===== config.mk =====
export PLATFORM = sky130hd
export DESIGN_NAME = uart_tx_arbiter_flat
export DESIGN_NICKNAME = d
export VERILOG_FILES = /design/src/rtl/uart_tx_arbiter_pkg.sv /design/src/rtl/uart_tx_arbiter_if.sv /design/src/rtl/uart_tx_arbiter_timer.sv /design/src/rtl/uart_tx_arbiter.sv /design/src/flat_wrapper.sv
export SDC_FILE = /design/constraint.sdc
export NUM_CORES = 1
export LEC_CHECK = 0
export ABC_AREA = 1
export CAP_MARGIN = 25
export CELL_PAD_IN_SITES_DETAIL_PLACEMENT = 1
export CELL_PAD_IN_SITES_GLOBAL_PLACEMENT = 2
export CORE_MARGIN = 2
export CORE_UTILIZATION = 27
export CTS_CLUSTER_SIZE = 20
export DETAILED_ROUTE_END_ITERATION = 8
export GPL_TIMING_DRIVEN = 0
export PLACE_DENSITY = 0.78
export SLEW_MARGIN = 10
export SYNTH_ARGS = -nofsm -noshare
export SYNTH_HDL_FRONTEND = slang
export SYNTH_SLANG_ARGS = --single-unit
export TNS_END_PERCENT = 100

===== constraint.sdc =====
create_clock -name i_clk -period 1.5 [get_ports i_clk]
set_input_delay 0.3 -clock i_clk [delete_from_list [all_inputs] [get_ports i_clk]]
set_output_delay 0.3 -clock i_clk [all_outputs]
set_load 0.01 [all_outputs]

===== src/rtl/uart_tx_arbiter_pkg.sv =====
// Shared types and constants for the two-requester UART transmitter.
package uart_pkg;

  typedef enum logic [2:0] {
    ST_IDLE,
    ST_START,
    ST_DATA,
    ST_PARITY,
    ST_STOP
  } state_t;

  localparam int   DATA_BITS  = 8;
  localparam logic IDLE_LEVEL = 1'b1;

  // Even parity bit: XOR of all data bits.
  function automatic logic even_parity(input logic [DATA_BITS-1:0] i_d);
    return ^i_d;
  endfunction

endpackage


===== src/rtl/uart_tx_arbiter_if.sv =====
// Byte request handshake for the two requesters sharing the UART TX line.
interface uart_tx_arbiter_if;
  import uart_pkg::*;

  logic                 req0_valid;
  logic [DATA_BITS-1:0] req0_data;
  logic                 req0_ready;
  logic                 req1_valid;
  logic [DATA_BITS-1:0] req1_data;
  logic                 req1_ready;

  modport master (
    output req0_valid, req0_data, req1_valid, req1_data,
    input  req0_ready, req1_ready
  );

  modport slave (
    input  req0_valid, req0_data, req1_valid, req1_data,
    output req0_ready, req1_ready
  );

endinterface


===== src/rtl/uart_tx_arbiter_timer.sv =====
// Bit-period counter: counts 0..DIVISOR-1 and wraps, flagging the last clock
// of every bit period. i_restart holds it at zero (used while the line idles).
module uart_bit_timer #(
  parameter int DIVISOR = 434,
  parameter int CNT_W   = 9
) (
  input  logic i_clk,
  input  logic i_rst_n,
  input  logic i_restart,
  output logic o_tick
);

  localparam logic [CNT_W-1:0] LP_LAST = CNT_W'(DIVISOR - 1);

  logic [CNT_W-1:0] r_cnt;

  // Free-running bit counter with synchronous clear on restart or wrap.
  always_ff @(posedge i_clk or negedge i_rst_n) begin
    if (!i_rst_n) begin
      r_cnt <= '0;
    end else if (i_restart || (r_cnt == LP_LAST)) begin
      r_cnt <= '0;
    end else begin
      r_cnt <= r_cnt + 1'b1;
    end
  end

  assign o_tick = (r_cnt == LP_LAST);

endmodule


===== src/rtl/uart_tx_arbiter.sv =====
// Round-robin arbiter plus 8N1 serialiser sharing one UART TX pin between two
// byte requesters. Optional feature macro: UART_PARITY_EN adds an even-parity
// bit between the last data bit and the stop bit.
module uart_tx_arbiter
  import uart_pkg::*;
#(
  parameter int CLK_HZ  = 50000000,
  parameter int BAUD    = 115200,
  parameter int DIVISOR = CLK_HZ / BAUD,
  parameter int CNT_W   = 9
) (
  input  logic              i_clk,
  input  logic              i_rst_n,
  uart_tx_arbiter_if.slave  bus,
  output logic              o_tx,
  output logic              o_busy,
  output logic              o_grant_id
);

  localparam int IDX_W = $clog2(DATA_BITS);
  localparam logic [IDX_W-1:0] LP_LAST_IDX = IDX_W'(DATA_BITS - 1);

  state_t               r_state;
  logic [DATA_BITS-1:0] r_shift;
  logic [IDX_W-1:0]     r_idx;
  logic                 r_tx;
  logic                 r_busy;
  logic                 r_grant;
`ifdef UART_PARITY_EN
  logic                 r_par;
`endif

  logic                 w_tick;
  logic                 w_restart;
  logic                 w_rdy0;
  logic                 w_rdy1;
  logic                 w_accept;
  logic [DATA_BITS-1:0] w_data;

  // Timer is held at zero while idle so each frame's START begins a full period.
  assign w_restart = (r_state == ST_IDLE);

  uart_bit_timer #(
    .DIVISOR (DIVISOR),
    .CNT_W   (CNT_W)
  ) u_timer (
    .i_clk     (i_clk),
    .i_rst_n   (i_rst_n),
    .i_restart (w_restart),
    .o_tick    (w_tick)
  );

  // Readies only in IDLE; on contention the requester that did not own the last frame wins.
  always_comb begin
    w_rdy0 = 1'b0;
    w_rdy1 = 1'b0;
    if (r_state == ST_IDLE) begin
      if (bus.req0_valid && bus.req1_valid) begin
        if (r_grant) w_rdy0 = 1'b1;
        else         w_rdy1 = 1'b1;
      end else if (bus.req0_valid) begin
        w_rdy0 = 1'b1;
      end else if (bus.req1_valid) begin
        w_rdy1 = 1'b1;
      end
    end
  end

  assign w_accept       = w_rdy0 | w_rdy1;
  assign w_data         = w_rdy1 ? bus.req1_data : bus.req0_data;
  assign bus.req0_ready = w_rdy0;
  assign bus.req1_ready = w_rdy1;

  // Frame sequencer: accepts a byte in IDLE, then emits start, data (LSB first), [parity], stop.
  always_ff @(posedge i_clk or negedge i_rst_n) begin
    if (!i_rst_n) begin
      r_state <= ST_IDLE;
      r_shift <= '0;
      r_idx   <= '0;
      r_tx    <= IDLE_LEVEL;
      r_busy  <= 1'b0;
      r_grant <= 1'b1;
`ifdef UART_PARITY_EN
      r_par   <= 1'b0;
`endif
    end else begin
      case (r_state)
        ST_IDLE: begin
          if (w_accept) begin
            r_shift <= w_data;
            r_grant <= w_rdy1;
            r_idx   <= '0;
            r_tx    <= 1'b0;
            r_busy  <= 1'b1;
            r_state <= ST_START;
`ifdef UART_PARITY_EN
            r_par   <= even_parity(w_data);
`endif
          end
        end
        ST_START: begin
          if (w_tick) begin
            r_tx    <= r_shift[0];
            r_state <= ST_DATA;
          end
        end
        ST_DATA: begin
          if (w_tick) begin
            if (r_idx == LP_LAST_IDX) begin
`ifdef UART_PARITY_EN
              r_tx    <= r_par;
              r_state <= ST_PARITY;
`else
              r_tx    <= IDLE_LEVEL;
              r_state <= ST_STOP;
`endif
            end else begin
              r_shift <= r_shift >> 1;
              r_tx    <= r_shift[1];
              r_idx   <= r_idx + 1'b1;
            end
          end
        end
        ST_PARITY: begin
          if (w_tick) begin
            r_tx    <= IDLE_LEVEL;
            r_state <= ST_STOP;
          end
        end
        ST_STOP: begin
          if (w_tick) begin
            r_tx    <= IDLE_LEVEL;
            r_busy  <= 1'b0;
            r_state <= ST_IDLE;
          end
        end
        default: begin
          r_tx    <= IDLE_LEVEL;
          r_busy  <= 1'b0;
          r_state <= ST_IDLE;
        end
      endcase
    end
  end

  assign o_tx       = r_tx;
  assign o_busy     = r_busy;
  assign o_grant_id = r_grant;

endmodule

===== src/flat_wrapper.sv =====
// flat-port wrapper written by rule: the top's interface ports become plain ports
module uart_tx_arbiter_flat import uart_pkg::*;
#(
  parameter int CLK_HZ  = 50000000,
  parameter int BAUD    = 115200,
  parameter int DIVISOR = CLK_HZ / BAUD,
  parameter int CNT_W   = 9
)
  (i_clk, i_rst_n, o_tx, o_busy, o_grant_id, bus_req0_valid, bus_req0_data, bus_req1_valid, bus_req1_data, bus_req0_ready, bus_req1_ready);
  uart_tx_arbiter_if bus_i ();
  input  logic i_clk;
  input  logic i_rst_n;
  output logic o_tx;
  output logic o_busy;
  output logic o_grant_id;
  input wire logic [$bits(bus_i.req0_valid)-1:0] bus_req0_valid;
  input wire logic [$bits(bus_i.req0_data)-1:0] bus_req0_data;
  input wire logic [$bits(bus_i.req1_valid)-1:0] bus_req1_valid;
  input wire logic [$bits(bus_i.req1_data)-1:0] bus_req1_data;
  output wire logic [$bits(bus_i.req0_ready)-1:0] bus_req0_ready;
  output wire logic [$bits(bus_i.req1_ready)-1:0] bus_req1_ready;
  assign bus_i.req0_valid = bus_req0_valid;
  assign bus_i.req0_data = bus_req0_data;
  assign bus_i.req1_valid = bus_req1_valid;
  assign bus_i.req1_data = bus_req1_data;
  assign bus_req0_ready = bus_i.req0_ready;
  assign bus_req1_ready = bus_i.req1_ready;
  uart_tx_arbiter #(.CLK_HZ(CLK_HZ), .BAUD(BAUD), .DIVISOR(DIVISOR), .CNT_W(CNT_W)) u_core (.i_clk(i_clk), .i_rst_n(i_rst_n), .bus(bus_i), .o_tx(o_tx), .o_busy(o_busy), .o_grant_id(o_grant_id));
endmodule

# --- After elaboration in Yosys (flattened, before gate mapping) ---
# Index checks and enable logic that the tools add are counted.
word_totals:
  ff_bits: 26
  inputBits: 20
  out_inout_bits: 5
  word_cells: 71
classes:
  n_addsub: 2
  n_eq_ne: 14
  n_mux: 35
  n_bitwise: 2
  n_reduce_logical: 11
op_table:
  columns: ["cell", "count"]
  rows:
  - ["two-way mux 8 bit", 4]
  - ["two-way mux 3 bit", 9]
  - ["two-way mux 1 bit", 16]
  - ["one-hot mux 8 bit (2 select lines)", 1]
  - ["one-hot mux 3 bit (5 select lines)", 1]
  - ["inequality test 2 bit, second input constant", 5]
  - ["adder 9 x 1 -> 9 bit, second input constant", 1]
  - ["equality test 9 bit, second input constant", 1]
  - ["two-way mux 9 bit", 1]
  - ["AND reduction 4 bit", 2]
  - ["equality test 3 x 2 -> 1 bit, second input constant", 2]
  - ["equality test 3 bit, second input constant", 2]
  - ["inequality test 2 x 1 -> 1 bit, second input constant", 3]
  - ["one-hot mux 3 bit (2 select lines)", 1]
  - ["AND reduction 6 bit", 1]
  - ["one-hot mux 1 bit (4 select lines)", 1]
  - ["adder 3 x 1 -> 3 bit, second input constant", 1]
  - ["equality test 3 x 1 -> 1 bit, second input constant", 1]
  - ["logical NOT 3 bit", 1]
  - ["one-hot mux 1 bit (3 select lines)", 1]
  - ["AND reduction 3 bit", 1]
  - ["OR reduction 3 bit", 1]
  - ["AND reduction 2 bit", 1]
  - ["nonzero test 2 bit", 1]
  - ["other kinds (5)", 5]

# --- Logic depth before layout (Yosys ltp) ---
# Gate-level depths: netlist (run 1).
depth:
  word_depth: 7
  ltp_mapped: 11

# --- Cells and area by module ---
# From an unflattened synthesis (run 1), not the netlist that was laid out.
unflattened:
  cells_unflattened: 219
  hier_area_um2: 1654.1
modules_own_cells:
  columns: ["mod", "instances", "cells_per_inst", "area_per_inst_um2", "seq_area_each_um2"]
  rows:
  - ["uart_tx_arbiter", 1, 151, 1151.1, 427.9]
  - ["uart_bit_timer", 1, 68, 503.0, 225.2]

# --- Least setup slack after synthesis (run 1) ---
# OpenSTA, ideal clock, no wires.
synth_timing:
  kind: "register -> output"
  start: "register u_core.r_state[1]"
  end: "output port bus_req0_ready"
  arrival_ps: 1123
  t_required_ps: 1200
  path_slack_ps: 77
  stages_incl_launch_ff: 6
  path_cell_list: "dfrtp_1 > nor2_2 > inv_2 > nor2_8 > nand2_1 > a21oi_1"
synth_between:
  elab_chain_len: 2
synth_rtl:
  columns: ["element", "line_no", "rtl"]
  rows:
  - ["from (decl)", "uart_tx_arbiter.sv:23", "state_t r_state;"]
  - ["from (signal assigned)", "uart_tx_arbiter.sv:77", "r_state <= ST_IDLE;"]
  - ["from (signal assigned)", "uart_tx_arbiter.sv:95", "r_state <= ST_START;"]
  - ["from (signal assigned)", "uart_tx_arbiter.sv:104", "r_state <= ST_DATA;"]
  - ["logical NOT 3 bit", "uart_tx_arbiter.sv:57", "if (r_state == ST_IDLE) begin"]
  - ["two-way mux 1 bit", "uart_tx_arbiter.sv:57", null]
  - ["to (decl)", "flat_wrapper.sv:20", "output wire logic [$bits(bus_i.req0_ready)-1:0] bus_req0_ready;"]
# No other way between the ends.

# --- Worst setup path in the final report (run 1) ---
layout_timing:
  start: "register u_core.r_state[0]"
  end: "output port bus_req1_ready"
layout_between:
  elab_chain_len: 2
layout_rtl:
  columns: ["element", "line_no", "rtl"]
  rows:
  - ["logical NOT 3 bit", "uart_tx_arbiter.sv:57", null]
  - ["two-way mux 1 bit", "uart_tx_arbiter.sv:57", null]
  - ["to (decl)", "flat_wrapper.sv:21", "output wire logic [$bits(bus_i.req1_ready)-1:0] bus_req1_ready;"]
# No other way between the ends.

==> results.cfg, run 1 <==
[critical_path]
critPathMaxFanout = 3
cp_data_arrival_time_ns = 1.33
r2r_slack_ns = 0.04
criticalPathCategory = flop to primary output
critPathRequiredTime_ns = 1.20
endpoint_kind = primary output
start_kind = flop

[die]
die_area_sq_um = 6190
die_x_um = 78.7
coreArea_sq_um = 5440
die_h_um = 78.7
io_pins = 25
start_util = 0.277
rows = 27

[cells_and_area]
n_antenna_cell = 0
fill_cells = 666
final_util = 0.373
finalNonFillerCells = 307
final_nets = 260
layout-drive-gt1-share = 0.238
syn_to_final_growth_pct = 34.6
fin_area_sq_um = 2030
final_common_cell = nand2_1
layout_common_cells = nand2_1, nand3_1, dfrtp_1

[route]
drtIter0Drc = 23
wire_per_inst_um = 11.9
vias = 1365
wl_met2_mm = 1.70
drc = 0
via_per_inst = 4.45
routed_wl_mm = 3.64
dr.pass1.iters = 4
wl_met3_um = 75
m1WireLength_mm = 1.83
top_layer = met4
antenna_left = 0

[global_route]
grt_pass1_wl_mm = 6.33
antenna_found_initial = 0
grt_pass1_vias = 1397
overflow = 0
gr-usage-all-layers = 0.127
grt_max_degree = 27

[timing]
max_freq_mhz = 613
period_needed_ns = 1.63
tightestPinTransition_ns = 0.626
hold_violations = 0
clock_skew_ns = 0.00105
setup_viol = 2
layout_setup_ws_ns = -0.131
rsz0062_at_grt = yes
fin_crit_sh = 1.09
hold_slack_ns = 0.0333
slew_headroom = 0.582
drv_slew = 0

[placement]
place_congestion = 0.769
dp.cells = 291
placed_area_sq_um = 1830
io_buffers = 24
dp_hpwl_mm = 2.62

[min_path]
hp-class = primary input to async pin

[power_and_ir_drop]
p_total_w = 0.00125
vdd_drop_max_mv = 0.287
swShare = 0.213
power_density_nw_per_um2 = 618
p_int_w = 0.000986
p_switching_w = 0.000267
clockPowerShare = 0.373
p_leak_nw = 1.03
p_comb_frac = 0.068
power_frac_seq = 0.559

[synth]
ys_ff_latch = 26
synthDistinctLibCells = 29
syn_inst = 195
avgSynthCellArea_sq_um = 7.73
ys_seq_area_frac = 0.434
postSynthNetCount = 219
netlist_area_sq_um = 1510
synth_warnings = 0

[clocking]
cts_tree = done
cts_hold_buf = 0
clockBufferDepth = 2
clk_pin_slew_ns = 0.10
cts.sinks = 26
clk_latency_ns = 0.27
cts_buffers = 3
root_buffer = clkbuf_8
cts_max_level = 1

[outcome]
violations = setup timing
status = complete, but fails checks

[job]
drv_cap = 0
[registers in the layout, indices dropped and copies added, names as in the netlist]
register	flops
u_core.r_idx	3
u_core.o_busy	1
u_core.r_state	3
u_core.u_timer.r_cnt	9
u_core.r_shift	8
u_core.o_grant_id	1
u_core.o_tx	1
[layer usage]
layer	global-route usage	vias up
met4	0.0368	0
met5	0	-
met1	0.175	642
met2	0.210	17
met3	0.0136	2
li1	-	704
[per-stage QoR]
stage	TNS [ns]	setup WS, ns
after floorplan	0	0.0770
after global placement	-13.02	-0.813
after detailed placement	-5.01	-0.827
after CTS	-0.302	-0.202
after global routing	-2.16	-0.198
final	-0.255	-0.131
[synthesized netlist by cell type]
cell type	number	area, sq um
o21ai_1	1	5.00
a21oi_1	6	30.0
buf_4	1	7.51
nand3b_1	1	7.51
nor2_8	1	20.0
nor2_2	7	43.8
inv_1	10	37.5
nand4_1	2	12.5
o211ai_1	1	7.51
inv_4	1	6.26
dfrtp_1	24	601
buf_6	2	22.5
nand3_1	22	110
buf_2	1	5.00
nor3_1	4	20.0
ha_1	4	50.1
or2_1	1	6.26
xnor2_1	1	8.76
o21ai_0	5	25.0
nand2_1	63	236
nor2_4	1	11.3
nor2_1	19	71.3
a21boi_2	1	11.3
inv_2	5	18.8
nand2_2	2	12.5
dfstp_2	2	52.6
o21ai_2	2	17.5
nor3b_1	2	15.0
nand2_4	3	33.8
[area by class of cell]
cell class / instances / area (sq um) / area share
Multi-Input combinational cell: 149 / 791 / 0.390
Timing Repair Buffer: 37 / 337 / 0.166
Clock buffer: 4 / 55.1 / 0.0272
Inverter: 16 / 65.1 / 0.0321
Sequential cell: 26 / 656 / 0.323
Tap cell: 72 / 90.1 / 0.0444
Buffer: 3 / 33.8 / 0.0167
[kinds of logic (layout without fill, tap and decap cells)]
logic type / count (synthesis) / in the layout / synth area share
AND/OR/NAND/NOR: 128 / 128 / 0.399
flip-flops: 26 / 26 / 0.434
buffers and inverters: 20 / 60 / 0.0648
AO/OA/AOI/OAI: 16 / 16 / 0.0640
adder cells (fa/ha/maj): 4 / 4 / 0.0332
XOR/XNOR: 1 / 1 / 0.00582
[worst max-delay path, stage by stage, from the launching register on]
cell	delay (ns)
dfrtp_2	0.44
nor2_4	0.12
inv_2	0.07
nor2_8	0.11
buf_12	0.12
nand2_8	0.05
inv_4	0.06
buf_6	0.09
[path summary, 6_finish.rpt]
path / start / endpoint / cells after the start
setup / recovery: u_core.r_state[0] / bus_req1_ready / 7
hold / removal: i_rst_n / u_core.u_timer.r_cnt[7] / 1
setup reg to reg: u_core.r_idx[0] / u_core.r_shift[6] / 10
hold reg to reg: u_core.o_tx / u_core.o_tx / 2
max in group asynchronous: i_rst_n / u_core.r_state[1] / 1
min in group i_clk: u_core.o_tx / u_core.o_tx / 2
[power groups by stage]
| stage | logic [W] | clock network, W | registers [W] |
|---|---|---|---|
| after floorplan | 0.0000144 | 0 | 0.000714 |
| after global placement | 0.0000836 | 0 | 0.000714 |
| after detailed placement | 0.0000825 | 0 | 0.000714 |
| after CTS | 0.0000875 | 0.000487 | 0.000701 |
| after global routing | 0.0000942 | 0.000517 | 0.000701 |
| final | 0.0000849 | 0.000468 | 0.000701 |
[timing repair]
item	in CTS	in global routing
endpoints found under the hold margin	0	0
pin swaps	4	1
setup buffers	10	3
setup endpoints to repair	24	24
resized for setup	24	2
Note: power is estimated with default switching activity, not from simulation.
==> run 2: changes to the inputs <==
--- a/config.mk
+++ b/config.mk
@@ -14,6 +14,7 @@
 export CTS_CLUSTER_SIZE = 20
 export DETAILED_ROUTE_END_ITERATION = 8
 export GPL_TIMING_DRIVEN = 0
+export MAX_ROUTING_LAYER = met4
 export PLACE_DENSITY = 0.78
 export SLEW_MARGIN = 10
 export SYNTH_ARGS = -nofsm -noshare
==> run 2 against run 1 <==
The flow still finishes with violations (setup timing); sequential power about the same; clock-buffer cell count stayed put; die area unchanged; critical path depth is the same; hold slack better by 0.0016 ns; critical path type unchanged; clock power is essentially flat; sequential share of layout area is the same; non-clock buffer count unchanged; wire length rose by 0.16%; global-route usage rose by 0.35 points.
==> results.cfg, run 2 (same netlist as run 1, synthesis figures left out) <==
[cells_and_area]
largest-register = u_core.u_timer.r_cnt
syn_to_final_growth_pct = 34.6
layout_common_cells = nand2_1, nand3_1, dfrtp_1
fill_cells = 666
multi_input_area_sq_um = 791
seq_area_sq_um = 656
final_common_cell = nand2_1
largest_register_ffs = 9
final_nets = 260
n_antenna_cell = 0
fin_area_sq_um = 2030
largest_registers = u_core.u_timer.r_cnt: 9 flops, u_core.r_shift: 8 flops
layout-drive-gt1-share = 0.238

[power_and_ir_drop]
p_total_w = 0.00125
p_comb_frac = 0.068
p_leak_nw = 1.03
p_switching_w = 0.000267
p_int_w = 0.000986
power_frac_seq = 0.559
power_density_nw_per_um2 = 618
clockPowerShare = 0.373
vdd_drop_max_mv = 0.287
swShare = 0.213

[critical_path]
cp_data_arrival_time_ns = 1.33
critPathMaxFanout = 3
r2r_start = u_core.r_idx[0]
r2r_slack_ns = 0.04
criticalPathCategory = flop to primary output
endpoint_kind = primary output
critPathRequiredTime_ns = 1.20
start_kind = flop
reg2reg_to = u_core.r_shift[6]
r2r_cells = 10

[route]
dr.pass1.iters = 4
vias = 1366
drtIter0Drc = 23
via_per_inst = 4.45
routed_wl_mm = 3.64
antenna_left = 0
wire_per_inst_um = 11.9
drc = 0

[die]
die_area_sq_um = 6190
coreArea_sq_um = 5440
die_x_um = 78.7
die_h_um = 78.7
start_util = 0.277
rows = 27
io_pins = 25

[clocking]
cts_tree = done
cts.sinks = 26
clk_pin_slew_ns = 0.10
clk_latency_ns = 0.27
cts_max_level = 1
root_buffer = clkbuf_8
clockBufferDepth = 2
cts_hold_buf = 0
cts_buffers = 3

[outcome]
status = complete, but fails checks
violations = setup timing

[job]
drv_cap = 0

[timing]
period_needed_ns = 1.63
tns_ns = -0.255
drv_slew = 0
clock_skew_ns = 0.000993
fin_crit_sh = 1.09
layout_setup_ws_ns = -0.131
hold_violations = 0
max_freq_mhz = 613
slew_headroom = 0.583
tightestPinTransition_ns = 0.626
setup_viol = 2
rsz0062_at_grt = yes

[placement]
io_buffers = 24
dp_hpwl_mm = 2.62
placed_area_sq_um = 1830
place_congestion = 0.779

[global_route]
use_met1 = 0.176
grt_pass1_wl_mm = 6.34
grtUsageMet3 = 0.0136
use_met2 = 0.209
gr-usage-all-layers = 0.130
overflow = 0
antenna_found_initial = 0
grt_max_degree = 27
top_usage_layer = met2
grt_pass1_vias = 1398

[min_path]
hp-class = primary input to async pin
## run 2: cell counts in the layout (fill, tap and decap cells not counted)
Identical to the previous run, type by type.
## run 2: how the worst max path moves through the flow
stage                      start                 to
6_report       u_core.r_state[0]     bus_req1_ready
4_1_cts        u_core.r_state[0]     bus_req0_ready
2_1_floorplan  u_core.r_state[1]     bus_req0_ready
5_1_grt           bus_req0_valid  u_core.r_shift[0]
3_3_place_gp      bus_req1_valid     bus_req1_ready
3_5_place_dp      bus_req1_valid     bus_req1_ready
## run 2: repair_timing
item | 4_1_cts | 5_1_grt
hold endpoints to repair | 0 | 0
resized for setup | 24 | 2
gates cloned | 0 | 0
pin swaps | 4 | 1
endpoints found under the setup margin | 24 | 24
setup buffers | 10 | 3
## run 2: layout make-up
class | instances | share of cell area
plain buffers | 3 | 0.0167
inverters | 16 | 0.0321
repair buffers | 37 | 0.166
multi-input cells | 149 | 0.390
flip-flops and latches | 26 | 0.323
well taps | 72 | 0.0444
clock buffers | 4 | 0.0272
## run 2: worst max-delay path, cell delays in order (launching register included)
cell	delay, ns
dfrtp_2	0.44
nor2_4	0.12
inv_2	0.07
nor2_8	0.11
buf_12	0.12
nand2_8	0.05
inv_4	0.06
buf_6	0.09
## run 2: power by group through the flow
| stage | sequential (W) | clock [W] | combinational [W] |
|---|---|---|---|
| after global placement | 0.000714 | 0 | 0.0000836 |
| final | 0.000701 | 0.000468 | 0.0000849 |
| after CTS | 0.000701 | 0.000487 | 0.0000875 |
| after floorplan | 0.000714 | 0 | 0.0000144 |
| after detailed placement | 0.000714 | 0 | 0.0000825 |
| after global routing | 0.000701 | 0.000517 | 0.0000942 |
## run 2: through the flow
step | util | instances | setup WS, ns | hold slack [ns]
2_1_floorplan | - | 195 | 0.0770 | 0.00441
3_3_place_gp | 0.338 | 291 | -0.813 | 0.457
3_5_place_dp | 0.337 | 291 | -0.827 | 0.356
4_1_cts | 0.365 | 304 | -0.202 | 0.0576
5_1_grt | 0.373 | 307 | -0.198 | 0.0684
6_report | 0.373 | 307 | -0.131 | 0.0349
## run 2: per-layer routing
| metal | up-vias | wire, um |
|---|---|---|
| li1 | 704 | - |
| met4 | 0 | 34 |
| met1 | 643 | 1830 |
| met3 | 2 | 75 |
| met2 | 17 | 1710 |
| met5 | - | 0 |
